`src/rtl/push_pkg.sv`:
```
// Shared types and helpers for the push-button debouncer.
package push_pkg;

  typedef enum logic [1:0] {
    IDLE       = 2'd0,
    PRESS_WAIT = 2'd1,
    HELD       = 2'd2,
    REL_WAIT   = 2'd3
  } push_state_e;

  localparam logic PUSH_IDLE = 1'b1;

  function automatic int cnt_width(input int n);
    return (n <= 1) ? 1 : $clog2(n);
  endfunction

endpackage

```
`src/rtl/push_debounce_ch.sv`:
```
// One button channel: 2-FF synchroniser, debounce FSM, registered level and press pulse.
// Optional auto-repeat of the press pulse while held when PUSH_AUTOREPEAT_EN is defined.
//
// state      | meaning
// IDLE       | released, waiting for a low level
// PRESS_WAIT | low seen, counting stable low cycles
// HELD       | press accepted, output low
// REL_WAIT   | high seen, counting stable high cycles
module push_debounce_ch
  import push_pkg::*;
#(
  parameter int DEB_CYC    = 16,
  parameter int REPEAT_CYC = 64
) (
  input  logic clk,
  input  logic rst,
  input  logic push_i,
  output logic push_o,
  output logic pulse_o
);

  localparam int CW = cnt_width(DEB_CYC);
  localparam logic [CW-1:0] CNT_LAST = CW'(DEB_CYC - 1);

  if (DEB_CYC < 1 || REPEAT_CYC < 1) begin : g_bad_param
    $error("push_debounce_ch: DEB_CYC and REPEAT_CYC must be >= 1");
  end

  logic [1:0]    sync_q, sync_d;
  push_state_e   state_q, state_d;
  logic [CW-1:0] cnt_q, cnt_d;
  logic          push_o_q, push_o_d;
  logic          pulse_o_q, pulse_o_d;
  logic          s;
  logic          rep_fire;

  assign sync_d = {sync_q[0], push_i};
  assign s      = sync_q[1];

  always_ff @(posedge clk) begin
    if (rst) begin
      sync_q    <= {2{PUSH_IDLE}};
      state_q   <= IDLE;
      cnt_q     <= '0;
      push_o_q  <= PUSH_IDLE;
      pulse_o_q <= 1'b0;
    end else begin
      sync_q    <= sync_d;
      state_q   <= state_d;
      cnt_q     <= cnt_d;
      push_o_q  <= push_o_d;
      pulse_o_q <= pulse_o_d;
    end
  end

  always_comb begin
    state_d = state_q;
    cnt_d   = cnt_q;
    case (state_q)
      IDLE: begin
        if (s != PUSH_IDLE) begin
          state_d = PRESS_WAIT;
          cnt_d   = '0;
        end
      end
      PRESS_WAIT: begin
        if (s == PUSH_IDLE) begin
          state_d = IDLE;
          cnt_d   = '0;
        end else if (cnt_q == CNT_LAST) begin
          state_d = HELD;
          cnt_d   = '0;
        end else begin
          cnt_d = cnt_q + 1'b1;
        end
      end
      HELD: begin
        if (s == PUSH_IDLE) begin
          state_d = REL_WAIT;
          cnt_d   = '0;
        end
      end
      REL_WAIT: begin
        if (s != PUSH_IDLE) begin
          state_d = HELD;
          cnt_d   = '0;
        end else if (cnt_q == CNT_LAST) begin
          state_d = IDLE;
          cnt_d   = '0;
        end else begin
          cnt_d = cnt_q + 1'b1;
        end
      end
      default: begin
        state_d = IDLE;
        cnt_d   = '0;
      end
    endcase
  end

  // Outputs are computed from the next state so they change on the accepting edge.
  always_comb begin
    push_o_d  = (state_d == HELD || state_d == REL_WAIT) ? ~PUSH_IDLE : PUSH_IDLE;
    pulse_o_d = (state_q == PRESS_WAIT && state_d == HELD) || rep_fire;
  end

`ifdef PUSH_AUTOREPEAT_EN
  localparam int RW = cnt_width(REPEAT_CYC);
  localparam logic [RW-1:0] REP_LAST = RW'(REPEAT_CYC - 1);

  logic [RW-1:0] rep_q, rep_d;

  always_ff @(posedge clk) begin
    if (rst) rep_q <= '0;
    else     rep_q <= rep_d;
  end

  always_comb begin
    rep_d    = '0;
    rep_fire = 1'b0;
    if (state_q == HELD && state_d == HELD) begin
      if (rep_q == REP_LAST) rep_fire = 1'b1;
      else                   rep_d    = rep_q + 1'b1;
    end
  end
`else
  assign rep_fire = 1'b0;
`endif

  assign push_o  = push_o_q;
  assign pulse_o = pulse_o_q;

endmodule

```
`src/rtl/push_debounce.sv`:
```
// N-channel push-button conditioner: independent debounce per channel.
// Auto-repeat pulses are enabled by defining PUSH_AUTOREPEAT_EN.
module push_debounce
  import push_pkg::*;
#(
  parameter int N          = 2,
  parameter int DEB_CYC    = 16,
  parameter int REPEAT_CYC = 64
) (
  input  logic         Clk,
  input  logic         Rst,
  input  logic [N-1:0] Push_i,
  output logic [N-1:0] Push_o,
  output logic [N-1:0] Pulse_o
);

  for (genvar i = 0; i < N; i++) begin : g_ch
    push_debounce_ch #(
      .DEB_CYC    (DEB_CYC),
      .REPEAT_CYC (REPEAT_CYC)
    ) u_ch (
      .clk     (Clk),
      .rst     (Rst),
      .push_i  (Push_i[i]),
      .push_o  (Push_o[i]),
      .pulse_o (Pulse_o[i])
    );
  end

endmodule
```
`config.mk`:
```
export PLATFORM = sky130hd
export DESIGN_NAME = push_debounce
export DESIGN_NICKNAME = d
export VERILOG_FILES = /design/src/rtl/push_pkg.sv /design/src/rtl/push_debounce_ch.sv /design/src/rtl/push_debounce.sv
export SDC_FILE = /design/constraint.sdc
export NUM_CORES = 1
export LEC_CHECK = 0
export CAP_MARGIN = 5
export CORE_MARGIN = 2
export CORE_UTILIZATION = 55
export CTS_BUF_LIST = sky130_fd_sc_hd__clkbuf_2 sky130_fd_sc_hd__clkbuf_4 sky130_fd_sc_hd__clkbuf_8
export CTS_CLUSTER_SIZE = 30
export DETAILED_ROUTE_END_ITERATION = 16
export PLACE_DENSITY = 0.77
export SYNTH_ARGS = -nofsm -noshare
export SYNTH_HDL_FRONTEND = slang
export SYNTH_SLANG_ARGS = --single-unit
```
`constraint.sdc`:
```
create_clock -name Clk -period 2 [get_ports Clk]
set_clock_uncertainty 0.05 [all_clocks]
set_input_delay 0.5 -clock Clk [delete_from_list [all_inputs] [get_ports Clk]]
set_output_delay 0.5 -clock Clk [all_outputs]
set_load 0.005 [all_outputs]
```
==> results.sh, run 1 <==
export IMPL_port_buffers=7
export IMPL_post_cts_setup_buffer_count=0
export IMPL_instances_no_fill=108
export IMPL_antennaDiodeCount=0
export IMPL_critical_path_buf_inv_count=1
export IMPL_yosysTopAreaCell="dfxtp_1"
export IMPL_gp_congestion=0.887
export IMPL_die_h_um=42.8
export IMPL_cp_start_kind="flip-flop"
export IMPL_die_area_um2=1830
export IMPL_synth_warnings=0
export IMPL_critical_path_required_ns=1.45
export IMPL_p_leak_nw=0.308
export IMPL_grt_usage=0.168
export IMPL_rsz0062_at_grt="no"
export IMPL_nets=100
export IMPL_cts_path_max_buffers=2
export IMPL_dpl_cell_area_um2=885
export IMPL_tns_ns=0
export IMPL_ys_ff_latch=20
export IMPL_synth_xor_area_frac=0.0424
export IMPL_post_place_ws_ns=0.206
export IMPL_via_per_inst=5.76
export IMPL_wl_um=1340
export IMPL_antenna_found_initial=0
export IMPL_finalHoldViolCount=0
export IMPL_cts_made_buffers=3
export IMPL_cp_depth=1
export IMPL_syn_nets=93
export IMPL_synth_compound_area_share=0.129
export IMPL_rows=13
export IMPL_yosysSeqAreaShare=0.485
export IMPL_syn_inst=87
export IMPL_area_delta_synth_final_pct=13.5
export IMPL_clkSinkCount=20
export IMPL_yosys_top_cells_area="dfxtp_1 (48%), nand3_1 (6.1%), or2_2 (4.5%)"
export IMPL_netlist_area_um2=826
export IMPL_vias=622
export IMPL_synth_top_area_frac=0.485
export IMPL_grt_overflow=0
export IMPL_avgSynthCellArea_um2=9.49
export IMPL_max_freq_ghz=0.597
export IMPL_grt_max_degree=13
export IMPL_ioPinCount=8
export IMPL_drc_errors=0
export IMPL_synth_top_family_by_area="simple AND/OR/NAND/NOR gates"
export IMPL_drive_gt1_frac=0.118
export IMPL_critPathMaxFanout=1
export IMPL_powerDensity_nw_per_um2=807
export IMPL_critical_path_slowest_cell="clkdlybuf4s50_1"
export IMPL_fin_crit_ns=1.67
export IMPL_p_total_mw=0.757
export IMPL_path_delay_family="buffers and inverters"
export IMPL_grt_pass1_wl_um=2390
export IMPL_start_util=0.612
export IMPL_mostFrequentLayoutCell="dfxtp_1"
export IMPL_synth_cell_types=24
export IMPL_cts_hold_buf=0
export IMPL_hp_class="flip-flop to flip-flop"
export IMPL_timing_hold_ws_ns=0.370
export IMPL_core_area_um2=1350
export IMPL_relSlewSlack=0.648
export IMPL_final_util=0.694
export IMPL_clk_pin_slew_ns=0.11
export IMPL_cts_max_level=1
export IMPL_ff2ff_path_depth=4
export IMPL_first_pass_iters=4
export IMPL_crit_type="flip-flop to output port"
export IMPL_drt_iter0_drc=4
export IMPL_crit_chain="clkdlybuf4s50_1"
export IMPL_post_cts_resized=0
export IMPL_fin_crit_sh=0.837
export IMPL_drtAntennaViolNets=0
export IMPL_routedWlPerCell_um=12.4
export IMPL_slew_violations=0
export IMPL_worstSetupEndpointType="output port"
export IMPL_die_w_um=42.8
export IMPL_setup_viol=0
export IMPL_final_cell_mix="dfxtp_1 (20), nand3_1 (10), a21oi_1 (7), clkdlybuf4s50_1 (7), or2_2 (6)"
export IMPL_clkLatencyLatePin_ns=0.29
export IMPL_ctsRootBufferMaster="clkbuf_4"
export IMPL_fin_ws_ns=0.325
export IMPL_grt_pass1_vias=585
export IMPL_hpwl_um=995
export IMPL_cts_tree="yes"
export IMPL_cp_data_arrival_time_ns=1.12
export IMPL_vdd_drop_max_v=0.000439
export IMPL_tightest_slew_ns=0.524
export IMPL_dp_cells=104
export IMPL_slowest_delay_ns=0.50
export IMPL_synthAdderAreaFrac=0.0303
export IMPL_finish_instance_area_um2=937
export IMPL_status="finished clean"
export IMPL_hold_depth=1
export IMPL_synth_mux_area_frac=0.0121
export IMPL_timing_max_cap_violations=0
export IMPL_synth_simple_area_share=0.238
==> final cells by class <==
type	instances	area, µm²
fillers	108	413
flip-flops and latches	20	400
multi-input cells	57	373
repair buffers	8	77.6
clock inverters	1	30.0
clock buffers	3	22.5
well taps	15	18.8
inverters	4	15.0
==> path summary, 6_finish.rpt <==
check	start	to	slack (ns)
setup / recovery	g_ch[1].u_ch.push_o	Push_o[1]	0.33
hold / removal	g_ch[1].u_ch.sync_q[0]	g_ch[1].u_ch.sync_q[1]	0.37
setup reg to reg	g_ch[0].u_ch.cnt_q[0]	g_ch[0].u_ch.push_o	0.52
hold reg to reg	g_ch[1].u_ch.sync_q[0]	g_ch[1].u_ch.sync_q[1]	0.37
==> cells by family (layout without fill, tap and decap cells) <==
kind of cell	count (synthesis)	in the layout
multiplexers	1	1
buffers and inverters	10	16
flip-flops	20	20
AND/OR/NAND/NOR	33	33
XOR/XNOR	4	4
adder cells (fa/ha/maj)	2	2
AO/OA/AOI/OAI	17	17
==> cells in the mapped netlist (all sizes together) <==
cell type and instances:
o2111ai 2, nand4 4, ha 2, a21oi 7, dfxtp 20, nor4 2
inv 4, a31oi 5, or2 6, nand3b 2, or3 1, a21o 2
o211ai 1, nand3 10, buf 4, xnor2 2, xor2 2, nor2b 1
or4 2, nor3b 2, mux2i 1, clkbuf 2, nand2 2, and3 1
==> layer usage <==
layer	global-route usage	share of wire	vias up
met3	0.0298	0.034	2
met5	0	0	-
met2	0.248	0.49	10
li1	-	-	326
met1	0.228	0.47	284
met4	0.0938	0.0045	0
==> report_power, final <==
part | internal (mW) | switching, mW | total [mW]
clock network | 0.202 | 0.121 | 0.324
logic | 0.0125 | 0.0134 | 0.0258
registers | 0.403 | 0.00409 | 0.407
==> sequential cells by signal, indices dropped and copies added, names as in the netlist <==
register	count
g_ch.u_ch.cnt_q	8
g_ch.u_ch.pulse_o	2
g_ch.u_ch.push_o	2
g_ch.u_ch.state_q	4
g_ch.u_ch.sync_q	4
Power figures use the tool's default switching activity.
==> inputs of run 2 (changes only) <==
Settings changed: CORE_UTILIZATION 55 to 51, PLACE_DENSITY 0.77 to 0.75.
Clock period 2 ns to 1.47 ns, I/O delays scaled along.
==> results.sh, run 2 (synthesized netlist as in run 1, its figures left out) <==
export IMPL_rsz0062_at_grt="no"
export IMPL_startpoint="g_ch[0].u_ch.cnt_q[1]"
export IMPL_hp_class="flip-flop to flip-flop"
export IMPL_grt_overflow=0
export IMPL_critPathMaxFanout=5
export IMPL_finalHoldViolCount=0
export IMPL_cts_made_buffers=3
export IMPL_first_pass_iters=4
export IMPL_crit_chain="ha_2 -> nand4_1 -> or2_2 -> a21o_1"
export IMPL_timing_hold_ws_ns=0.369
export IMPL_top_register="g_ch.u_ch.cnt_q"
export IMPL_largest_reg_flops=8
export IMPL_relSlewSlack=0.625
export IMPL_grt_max_degree=16
export IMPL_cts_max_level=1
export IMPL_mostFrequentLayoutCell="dfxtp_1"
export IMPL_clk_pin_slew_ns=0.11
export IMPL_clkLatencyLatePin_ns=0.30
export IMPL_ctsRootBufferMaster="clkbuf_4"
export IMPL_ioPinCount=8
export IMPL_die_area_um2=1960
export IMPL_wl_um=1480
export IMPL_tightest_slew_ns=0.559
export IMPL_fill_cells=135
export IMPL_cp_data_arrival_time_ns=1.53
export IMPL_rows=14
export IMPL_fin_crit_ns=1.39
export IMPL_routedWlPerCell_um=12.6
export IMPL_drt_iter0_drc=17
export IMPL_grt_pass1_wl_um=2590
export IMPL_critical_path_required_ns=1.61
export IMPL_start_util=0.548
export IMPL_setup_viol=0
export IMPL_critical_path_buf_inv_count=0
export IMPL_die_w_um=44.2
export IMPL_final_cell_mix="dfxtp_1 (19), nand3_1 (10), buf_4 (9)"
export IMPL_slowest_delay_ns=0.40
export IMPL_post_place_ws_ns=-0.0257
export IMPL_status="finished clean"
export IMPL_clkSinkCount=20
export IMPL_timing_max_cap_violations=0
export IMPL_regToRegStartpoint="g_ch[0].u_ch.cnt_q[1]"
export IMPL_drc_errors=0
export IMPL_port_buffers=7
export IMPL_critical_path_slowest_cell="dfxtp_1"
export IMPL_via_per_inst=5.74
export IMPL_drive_gt1_frac=0.208
export IMPL_cts_tree="yes"
export IMPL_max_freq_ghz=0.719
export IMPL_powerDensity_nw_per_um2=922
export IMPL_antenna_found_initial=0
export IMPL_area_delta_synth_final_pct=18.8
export IMPL_worstSetupEndpointType="flip-flop"
export IMPL_top_regs="g_ch.u_ch.cnt_q (8), g_ch.u_ch.state_q (4), g_ch.u_ch.sync_q (4)"
export IMPL_nets=108
export IMPL_post_cts_setup_buffer_count=0
export IMPL_fin_ws_ns=0.0794
export IMPL_slew_violations=0
export IMPL_p_leak_nw=0.343
export IMPL_fin_crit_sh=0.946
export IMPL_hold_start="g_ch[1].u_ch.sync_q[0]"
export IMPL_die_h_um=44.2
export IMPL_vias=671
export IMPL_grt_usage=0.182
export IMPL_cp_start_kind="flip-flop"
export IMPL_drtAntennaViolNets=0
export IMPL_path_delay_family="simple AND/OR/NAND/NOR gates"
export IMPL_gp_congestion=0.842
export IMPL_grt_pass1_vias=615
export IMPL_vdd_drop_max_v=0.000575
export IMPL_hpwl_um=1080
export IMPL_core_area_um2=1510
export IMPL_antennaDiodeCount=0
export IMPL_cts_path_max_buffers=2
export IMPL_crit_type="flip-flop to flip-flop"
## run 2: path summary, 6_finish.rpt
check | slack (ns) | end | depth (start not counted)
setup reg to reg | 0.08 | g_ch[0].u_ch.push_o | 4
hold / removal | 0.37 | g_ch[1].u_ch.sync_q[1] | 1
setup / recovery | 0.08 | g_ch[0].u_ch.push_o | 4
hold reg to reg | 0.37 | g_ch[1].u_ch.sync_q[1] | 1
## run 2: stage by stage
step,cells,instance area [µm²],setup TNS [ns],utilization,power (mW)
floorplan,87,826,0,-,0.587
CTS,117,977,0,0.649,0.914
global placement,113,946,-0.00547,0.628,0.605
finish,117,981,0,0.651,0.904
global route,117,981,0,0.651,0.945
detailed placement,113,946,-0.0763,0.628,0.607
## run 2: power breakdown
group          total (mW)  switching, mW  internal, mW
Clock               0.309          0.158         0.151
Combinational      0.0418         0.0202        0.0215
Sequential          0.553        0.00491         0.549
## run 2: per-layer routing
layer / wire (µm) / track usage / vias up
li1: - / - / 343
met1: 727 / 0.231 / 301
met2: 667 / 0.285 / 27
met3: 85 / 0.0612 / 0
met4: 0 / 0.0727 / 0
met5: 0 / 0 / -
## run 2: worst register-to-register path: cells and delay by family (launching register included)
kind                       cells  cell delay, ns
and+or+nand+nor                2            0.44
DFF                            1            0.40
AOI/OAI and AO/OA              1            0.16
adders and majority gates      1            0.24
## run 2: final cells by class
type,count,area [µm²],share of cell area
Clock buffer,4,36.3,0.0370
Inverter,4,15.0,0.0153
Multi-Input combinational cell,57,375,0.383
Sequential cell,20,402,0.409
Tap cell,16,20.0,0.0204
Timing Repair Buffer,16,133,0.135
## run 2: timing repair
action	in CTS	in global routing
endpoints found under the setup margin	4	2
gates resized for setup	4	2
hold buffers	0	0
